--- config.mk ---
export PLATFORM = sky130hd
export DESIGN_NAME = irrigation_zone_scheduler
export DESIGN_NICKNAME = d
export VERILOG_FILES = /design/src/rtl/irrigation_pkg.sv /design/src/rtl/countdown_timer.sv /design/src/rtl/irrigation_zone_scheduler.sv
export SDC_FILE = /design/constraint.sdc
export NUM_CORES = 1
export LEC_CHECK = 0
export CAP_MARGIN = 10
export CORE_AREA = 2 2 70 138
export DETAILED_ROUTE_END_ITERATION = 7
export DIE_AREA = 0 0 72 140
export PLACE_DENSITY = 0.44
export SYNTH_ARGS = -nofsm -noshare
export SYNTH_HDL_FRONTEND = slang
export SYNTH_HIERARCHICAL = 1
export SYNTH_SLANG_ARGS = --single-unit
--- constraint.sdc ---
create_clock -name clk_50mhz -period 2.5 [get_ports clk_50mhz]
set_input_delay 0.5 -clock clk_50mhz [delete_from_list [all_inputs] [get_ports clk_50mhz]]
set_output_delay 0.5 -clock clk_50mhz [all_outputs]
set_load 0.01 [all_outputs]
--- src/rtl/irrigation_pkg.sv ---
// irrigation_pkg: state/mode encodings and elaboration helpers for the zone scheduler.
// Rev 1.0
`default_nettype none

package irrigation_pkg;

  typedef enum logic [2:0] {
    ST_IDLE     = 3'd0,
    ST_SCAN     = 3'd1,
    ST_FILL     = 3'd2,
    ST_IRRIGATE = 3'd3,
    ST_CLEAN    = 3'd4
  } state_t;

  typedef enum logic [1:0] {
    MODE_NONE      = 2'd0,
    MODE_DRIP      = 2'd1,
    MODE_SPRINKLER = 2'd2
  } mode_t;

  function automatic int clog2(input int value);
    int result = 0;
    for (int v = value - 1; v > 0; v = v >> 1) result++;
    return result;
  endfunction

endpackage

`default_nettype wire

--- src/rtl/countdown_timer.sv ---
// countdown_timer: loadable down-counter that decrements on a strobe and saturates at zero.
// Rev 1.0
`default_nettype none

module countdown_timer #(
  parameter int CNT_W = 7
) (
  input  logic             clk,
  input  logic             rst,
  input  logic             load,
  input  logic [CNT_W-1:0] load_val,
  input  logic             tick,
  output logic [CNT_W-1:0] value,
  output logic             zero
);

  // Load takes priority over a coincident tick.
  always_ff @(posedge clk) begin
    if (rst) begin
      value <= '0;
    end else if (load) begin
      value <= load_val;
    end else if (tick && (value != '0)) begin
      value <= value - CNT_W'(1);
    end
  end

  assign zero = (value == '0);

endmodule

`default_nettype wire

--- src/rtl/irrigation_zone_scheduler.sv ---
// irrigation_zone_scheduler: round-robin multi-zone FILL/IRRIGATE/CLEAN sequencer sharing one pump.
// Rev 1.0
`default_nettype none

module irrigation_zone_scheduler
  import irrigation_pkg::*;
#(
  parameter int N_ZONES     = 4,
  parameter int ZW          = clog2(N_ZONES),
  parameter int CNT_W       = 7,
  parameter int FILL_S      = 5,
  parameter int SPRINKLER_S = 30,
  parameter int DRIP_S      = 60,
  parameter int CLEAN_S     = 10
) (
  input  logic               clk_50mhz,
  input  logic               init_pulse,
  input  logic               tick_1hz,
  input  logic               run_en,
  input  logic [N_ZONES-1:0] soil_wet_i,
  input  logic [N_ZONES-1:0] air_dry_i,
  input  logic [N_ZONES-1:0] temp_hot_i,
  input  logic               pesticide,
  output logic [N_ZONES-1:0] valve_o,
  output logic               pump_fill_o,
  output logic [1:0]         mode_o,
  output logic [2:0]         state_o,
  output logic [ZW-1:0]      zone_o,
  output logic [CNT_W-1:0]   remaining_s,
  output logic               alert_np,
  output logic               cycle_done
);

  localparam int NC_W = clog2(N_ZONES + 1);

  state_t             state;
  mode_t              mode;
  mode_t              zone_mode;
  logic [ZW-1:0]      zone;
  logic [ZW-1:0]      zone_next;
  logic [NC_W-1:0]    none_cnt;
  logic [N_ZONES-1:0] soil_m, soil_s, air_m, air_s, hot_m, hot_s;
  logic               pest_m, pest_s;
  logic               last_tick, scan_hit, fill_exit, irr_exit, clean_exit;
  logic               tmr_load, tmr_dec, tmr_zero;
  logic [CNT_W-1:0]   tmr_val;

  always_ff @(posedge clk_50mhz) begin
    if (init_pulse) begin
      soil_m <= '0; soil_s <= '0;
      air_m  <= '0; air_s  <= '0;
      hot_m  <= '0; hot_s  <= '0;
      pest_m <= 1'b0; pest_s <= 1'b0;
    end else begin
      soil_m <= soil_wet_i; soil_s <= soil_m;
      air_m  <= air_dry_i;  air_s  <= air_m;
      hot_m  <= temp_hot_i; hot_s  <= hot_m;
      pest_m <= pesticide;  pest_s <= pest_m;
    end
  end

  always_comb begin
    zone_mode = MODE_DRIP;
    if (soil_s[zone])                     zone_mode = MODE_NONE;
    else if (hot_s[zone] || air_s[zone])  zone_mode = MODE_SPRINKLER;
  end

  assign zone_next  = (zone == ZW'(N_ZONES - 1)) ? '0 : zone + ZW'(1);
  assign last_tick  = tick_1hz && (remaining_s == CNT_W'(1));
  assign scan_hit   = (state == ST_SCAN) && run_en && (zone_mode != MODE_NONE);
  assign fill_exit  = (state == ST_FILL) && last_tick;
  // A freshly wet bed ends irrigation even if a tick arrives on the same cycle.
  assign irr_exit   = (state == ST_IRRIGATE) && (soil_s[zone] || last_tick);
  assign clean_exit = (state == ST_CLEAN) && pest_s && last_tick;

  always_comb begin
    tmr_load = 1'b0;
    tmr_val  = '0;
    tmr_dec  = tick_1hz && ((state == ST_FILL) || (state == ST_IRRIGATE) ||
                            ((state == ST_CLEAN) && pest_s));
    if (scan_hit) begin
      tmr_load = 1'b1;
      tmr_val  = CNT_W'(FILL_S);
    end else if (fill_exit) begin
      tmr_load = 1'b1;
      tmr_val  = (mode == MODE_SPRINKLER) ? CNT_W'(SPRINKLER_S) : CNT_W'(DRIP_S);
    end else if (irr_exit) begin
      tmr_load = 1'b1;
      tmr_val  = CNT_W'(CLEAN_S);
    end else if ((state == ST_IDLE) || (state == ST_SCAN)) begin
      tmr_load = 1'b1;
    end
  end

  countdown_timer #(.CNT_W(CNT_W)) u_timer (
    .clk      (clk_50mhz),
    .rst      (init_pulse),
    .load     (tmr_load),
    .load_val (tmr_val),
    .tick     (tmr_dec),
    .value    (remaining_s),
    .zero     (tmr_zero)
  );

  always_ff @(posedge clk_50mhz) begin
    if (init_pulse) begin
      state       <= ST_IDLE;
      zone        <= '0;
      mode        <= MODE_NONE;
      none_cnt    <= '0;
      valve_o     <= '0;
      pump_fill_o <= 1'b0;
      alert_np    <= 1'b0;
      cycle_done  <= 1'b0;
    end else begin
      cycle_done <= 1'b0;
      alert_np   <= 1'b0;
      case (state)
        ST_IDLE: begin
          if (run_en) begin
            state    <= ST_SCAN;
            none_cnt <= '0;
          end
        end
        ST_SCAN: begin
          if (!run_en) begin
            state <= ST_IDLE;
          end else begin
            mode <= zone_mode;
            if (scan_hit) begin
              state       <= ST_FILL;
              pump_fill_o <= 1'b1;
              none_cnt    <= '0;
            end else begin
              zone <= zone_next;
              // A whole lap without a thirsty bed ends the scan.
              if (none_cnt == NC_W'(N_ZONES - 1)) begin
                cycle_done <= 1'b1;
                state      <= ST_IDLE;
                none_cnt   <= '0;
              end else begin
                none_cnt <= none_cnt + NC_W'(1);
              end
            end
          end
        end
        ST_FILL: begin
          if (fill_exit) begin
            state       <= ST_IRRIGATE;
            pump_fill_o <= 1'b0;
            valve_o     <= N_ZONES'(1) << zone;
          end
        end
        ST_IRRIGATE: begin
          if (irr_exit) begin
            state   <= ST_CLEAN;
            valve_o <= '0;
          end
        end
        ST_CLEAN: begin
          if (clean_exit) begin
            zone  <= zone_next;
            mode  <= MODE_NONE;
            state <= run_en ? ST_SCAN : ST_IDLE;
          end else begin
            alert_np <= !pest_s;
          end
        end
        default: state <= ST_IDLE;
      endcase
    end
  end

  assign state_o = state;
  assign mode_o  = mode;
  assign zone_o  = zone;

  a_one_outlet: assert property (@(posedge clk_50mhz) disable iff (init_pulse)
    $onehot0({valve_o, pump_fill_o}));

  a_timed_nonzero: assert property (@(posedge clk_50mhz) disable iff (init_pulse)
    (state inside {ST_FILL, ST_IRRIGATE, ST_CLEAN}) |-> !tmr_zero);

endmodule

`default_nettype wire

Yosys cells after proc, flatten, opt, wreduce, memory -nomap -nowiden:

Cells that the tools add are included.

* register bits: 50
* input port bits: 17
* word-level logic and storage cells: 120

* $add $sub $neg: 3
* $lt $le $gt $ge: 1
* equal/unequal tests: 16
* shift-type cells: 1
* muxes and demuxes: 48
* bitwise logic cells: 3
* reductions and logical operators: 31

Operators with widths (count)
* 2-to-1 mux 3 bit: 11
* 2-to-1 mux 6 bit: 3
* 2-to-1 mux 2 bit: 8
* one-hot mux 3 bit (5 select lines): 1
* 2-to-1 mux 7 bit: 2
* inequality test 2 bit (second input constant): 7
* 2-to-1 mux 1 bit: 12
* 2-to-1 mux 4 bit: 3
* nonzero test 2 bit: 6
* == test 3 x 2 -> 1 bit (second input constant): 3
* logical AND 1 bit: 9
* AND reduction 3 bit: 3
* one-hot mux 2 bit (2 select lines): 2
* one-hot mux 4 bit (2 select lines): 1
* AND reduction 4 bit: 2
* == test 7 x 1 -> 1 bit (second input constant): 1
* nonzero test 7 bit: 1
* subtractor 7 x 1 -> 7 bit (second input constant): 1
* binary-select mux 1 bit (select 2 bit): 3
* one-hot mux 3 bit (2 select lines): 1
* logical OR 1 bit: 5
* AND reduction 5 bit: 1
* == test 2 bit (second input constant): 2
* inequality test 4 x 3 -> 1 bit (second input constant): 1
* 12 further kinds: 14

Longest topological paths before layout:

Gate-level depths: netlist of the first run.

* word-level depth: 10
* depth in mapped cells: 8
* gate-level depth less buffers: 8

By module:

The synthesis of the first run kept the hierarchy.

Modules (own cells, without submodules)
* irrigation_zone_scheduler: times used 1, cells an instance 171, area an instance 1695.4 um^2, seq. area each 860.8 um^2
* countdown_timer: times used 1, cells an instance 48, area an instance 419.2 um^2, seq. area each 140.1 um^2

Least setup slack after synthesis of the first run:

No wires, ideal clock.

* path type: flip-flop to flip-flop
* from: reg state[2], in the netlist state_o[2]
* to: reg u_timer.value[5]
* library setup time: 0.091 ns
* arrival: 2.191 ns
* data required time: 2.409 ns
* slack: 0.218 ns
* stages on the path, launching flop included: 9
* path through: dfxtp_1 buf_2 nor3b_1 nand2_1 a21boi_0 or3b_2 nor4_1 nand2b_1 a311oi_1

RTL lines
* start, declared: line irrigation_zone_scheduler.sv:36 `state_t state;`
* start signal, assigned: line irrigation_zone_scheduler.sv:164 `state <= run_en ? ST_SCAN : ST_IDLE;`
* == test 3 x 2 -> 1 bit or == test 3 bit (tied branches): line irrigation_zone_scheduler.sv:79, irrigation_zone_scheduler.sv:80
* logical OR 1 bit or logical AND 1 bit (tied branches): line irrigation_zone_scheduler.sv:79, irrigation_zone_scheduler.sv:80
* logical OR 1 bit *: line irrigation_zone_scheduler.sv:79 `tmr_dec = tick_1hz && ((state == ST_FILL) || (state == ST_IRRIGATE) ||`
* logical AND 1 bit *: line irrigation_zone_scheduler.sv:79
* net tmr_dec: line irrigation_zone_scheduler.sv:45 `logic tmr_load, tmr_dec, tmr_zero;`
* logical AND 1 bit *: line countdown_timer.sv:23 `end else if (tick && (value != '0)) begin`
* nonzero test 2 bit (no line) *
* end signal, assigned: line countdown_timer.sv:22 `value <= load_val;`
* end signal, assigned: line countdown_timer.sv:24 `value <= value - CNT_W'(1);`
* end, declared: line countdown_timer.sv:13 `output logic [CNT_W-1:0] value,`

Mark *: on every way through the listed nets, which the timed path passes. The rest lies on a longest branch.
A chain may end at the register's enable or synchronous reset.

Worst setup path after layout of the first run:

* from: reg state[1], in the netlist state_o[1]
* to: reg u_timer.value[5]

The elaborated chain is that of the path after synthesis.

==> impl_results.md, run 1 <==
- Postcts setup bufs: 0
- Tot GR Track Use: 0.107
- FF+latch count, synth: 50
- Post-CTS Hold Fix Bufs: 0
- Lkg Pwr: 1.07 nW
- Die X-Extent: 72 um
- Setup CP Type: reg -> reg
- Max_cap viols: 0
- Final Hold Fails: 0
- Critical path origin: state_o[1]
- Gpl congestion: 0.876
- Total CTS buffers: 5
- Die area: 10100 um2
- Max frequency: 0.464 GHz
- Post-DRT Antenna Nets: 0
- Total Wirelength: 4910 um
- Main flop type after synthesis: dfxtp_1
- Synth Area per Inst: 9.66 um2
- Ys async rst share: 0
- Part of the Yosys area used for sequential elements: 0.473
- Initial Util: 0.235
- Row cnt: 49
- Hold crit path type: reg -> reg
- CP Capture Type: flip-flop
- HPWL after DPL: 3800 um
- Post-synth EDFFs: 0
- Slowest CP cell: or3b_2
- Initial antenna violation count: 0
- Share of cells above drive strength 1: 0.150
- CP Data Required Time: 2.71 ns
- Yosys warns: 6
- Critical Path Fanout Max: 4
- Top post-synthesis cells by area: dfxtp_1 47%, nor2b_1 8.3%, nor2_1 5.1%, ha_1 3.6%, mux2i_1 2.4%
- First-pass GRT wire length: 8170 um
- Clk_skew: 0.00645 ns
- Placed insts: 367
- Layout overhead on the synthesized area: 35.3%
- Minimum clock period: 2.16 ns
- Synth top cells by count: 50 x dfxtp_1, 29 x nor2_1, 28 x nor2b_1
- Switch Pwr: 441 uW
- Power per Cell Area: 618 nW/um2
- Slack of the critical path: 0.344 ns
- Setup crit end: u_timer/value[5]
- R2R setup slack: 0.34 ns
- First DRT Iteration DRCs: 47
- CTS root buf: clkbuf_16
- Count leader, synth: dfxtp_1
- Ant diodes: 0
- Gates resized, CTS repair: 0
- Post-layout util: 0.318
- Final setup fails: 0
- Final Max Tran Viols: 0
- Max Buffers Root-to-Sink: 2
- Core ar.: 9010 um2
- CP arrival: 2.36 ns
- Die height: 140 um
- Post-layout nets: 295
- Synth top area share: 0.473
- Non-Filler Instances: 375
- Internal Power: 1.33 mW
- CTS clock-pin slew for the worst setup and hold paths: 0.07 ns
- Status: completed
- Period utilization: 0.862
- Cell count after synthesis: 219
- IO Port Bufs: 37
- Global route overflow: 0
- H-Tree Depth: 2
- Logic gate share of total power: 0.131
- Number of global-route vias before repair: 1647
- CTS tree: built
- I/O pin count: 38
- Worst r2r src: state_o[1]
- Mapped cell area: 2110 um2
- CP cell instances: nor3b_1 > nand2_1 > a21boi_0 > or3b_2 > nor4_1 > nand2b_1 > a311oi_1
- Switching share of total power: 0.249
- Routed len/inst: 13.1 um
- Final setup TNS: 0 ns
- Routed vias: 1652
- Clock power frac: 0.390
- Setup WS pre-CTS: 0.115 ns
- Area leader, netlist: dfxtp_1
- End of the worst register-to-register path: u_timer/value[5]
- Vias/cell: 4.41
- Reg2Reg Depth: 7
- DR DRC count: 0
- Post-synth cell types: 51
- Clk sinks: 50
- Worst VDD drop: 0.336 mV
- Largest net degree at the start of global routing: 29
- Flop pwr share: 0.479
- Least-Margin Pin Slew: 0.581 ns
- RSZ-0062 raised after global routing: false
- Critical Path Max Stage Delay: 0.53 ns
- Syn nets: 242
- Skew-Pair Late Insertion Delay: 0.29 ns
- Worst slew margin: 0.613
- Pre-antenna DRT Iters: 4
- Startpoint types: flip-flop
==> worst max-delay path, delay by kind of cell (launching register included) <==
family           cells  cell delay [ns]
AO/OA/AOI/OAI        2             0.53
flip-flops           1             0.34
AND/OR/NAND/NOR      5             1.20
==> power by group through the flow <==
stage          clock (mW)  combinational (mW)  sequential (mW)
2_1_floorplan           0               0.122            0.871
3_3_place_gp            0               0.234            0.866
3_5_place_dp            0               0.234            0.866
4_1_cts             0.717               0.235            0.847
5_1_grt             0.744               0.257            0.851
6_report            0.689               0.231            0.847
==> cell type report <==
| type | instances | area, um2 |
|---|---|---|
| Multi-Input combinational cell | 151 | 1040 |
| Timing Repair Buffer | 55 | 513 |
| Sequential cell | 50 | 1000 |
| Clock buffer | 5 | 125 |
| Fill cell | 939 | 6150 |
| Inverter | 9 | 33.8 |
| Clock inverter | 3 | 25.0 |
| Tap cell | 102 | 128 |
==> routing by layer <==
| layer | share of wire | vias to the layer above | GRT usage | wire length, um |
|---|---|---|---|---|
| met2 | 0.59 | 37 | 0.207 | 2880 |
| met1 | 0.35 | 753 | 0.101 | 1730 |
| met5 | 0 | - | 0 | 0 |
| met3 | 0.031 | 8 | 0.0173 | 150 |
| li1 | - | 854 | - | - |
| met4 | 0.031 | 0 | 0.0596 | 152 |
==> kinds of logic after synthesis <==
kind of cell,after synthesis,synth area share
simple gates,101,0.277
flops,50,0.473
compound gates,34,0.122
xor+xnor,2,0.00829
mux,7,0.0450
buf+inv,18,0.0367
other cells,1,0.00177
fa+ha+maj,6,0.0355
==> how the worst min path moves through the flow <==
stage	slack, ns	cells past startpoint	start	endpoint
after floorplan	0.41	1	air_m[0]	air_s[0]
after global placement	0.42	1	soil_m[2]	soil_s[2]
after detailed placement	0.42	1	air_m[0]	air_s[0]
after CTS	0.44	1	air_m[0]	air_s[0]
after global routing	0.45	1	soil_m[0]	soil_s[0]
final	0.44	1	air_m[0]	air_s[0]
==> registers in the layout (all words and copies together) (netlist names) <==
name / count
state_o: 3
cycle_done: 1
u_timer/value: 7
soil_s: 4
pest_m: 1
soil_m: 4
alert_np: 1
hot_s: 4
mode_o: 2
air_m: 4
valve_o: 4
pump_fill_o: 1
zone_o: 2
pest_s: 1
hot_m: 4
none_cnt: 3
air_s: 4
==> placed cells by master (no fill, tap or decap), types with 2 or more instances in the layout <==
cell type        synthesis  final
ha_1                     6      6
nand3_1                  2      2
nor3_1                   4      4
inv_1                    9      9
clkdlybuf4s50_1          0     36
xnor2_1                  2      2
nand2b_1                 4      4
a21boi_0                 2      2
o21a_1                   2      2
clkbuf_16                0      5
dfxtp_1                 50     50
nor2_1                  29     29
nor2b_1                 28     28
buf_4                    0     17
nand2_1                 10     10
nand3b_1                 2      2
o21ai_0                  4      4
mux4_2                   2      2
nor4b_1                  3      3
a21oi_1                  9      9
and2_1                   5      5
nor4_1                   3      3
mux2i_1                  5      5
nor3b_1                  2      2
o31ai_1                  2      2
==> per-stage QoR <==
stage | cell area, um2 | hold WS (ns) | power (mW)
after floorplan | 2110 | 0.414 | 0.993
after global placement | 2710 | 0.419 | 1.10
after detailed placement | 2710 | 0.420 | 1.10
after CTS | 2860 | 0.437 | 1.80
after global routing | 2860 | 0.450 | 1.85
final | 2860 | 0.435 | 1.77
Power figures use the tool's default switching activity.
==> inputs of run 2 (changes only) <==
--- a/config.mk
+++ b/config.mk
@@ -9,6 +9,7 @@
 export CORE_AREA = 2 2 70 138
 export DETAILED_ROUTE_END_ITERATION = 7
 export DIE_AREA = 0 0 72 140
+export HOLD_SLACK_MARGIN = 0.06
 export PLACE_DENSITY = 0.44
 export SYNTH_ARGS = -nofsm -noshare
 export SYNTH_HDL_FRONTEND = slang
==> results of run 2 <==
Final layout, timing and power as in run 1 (identical DEF).
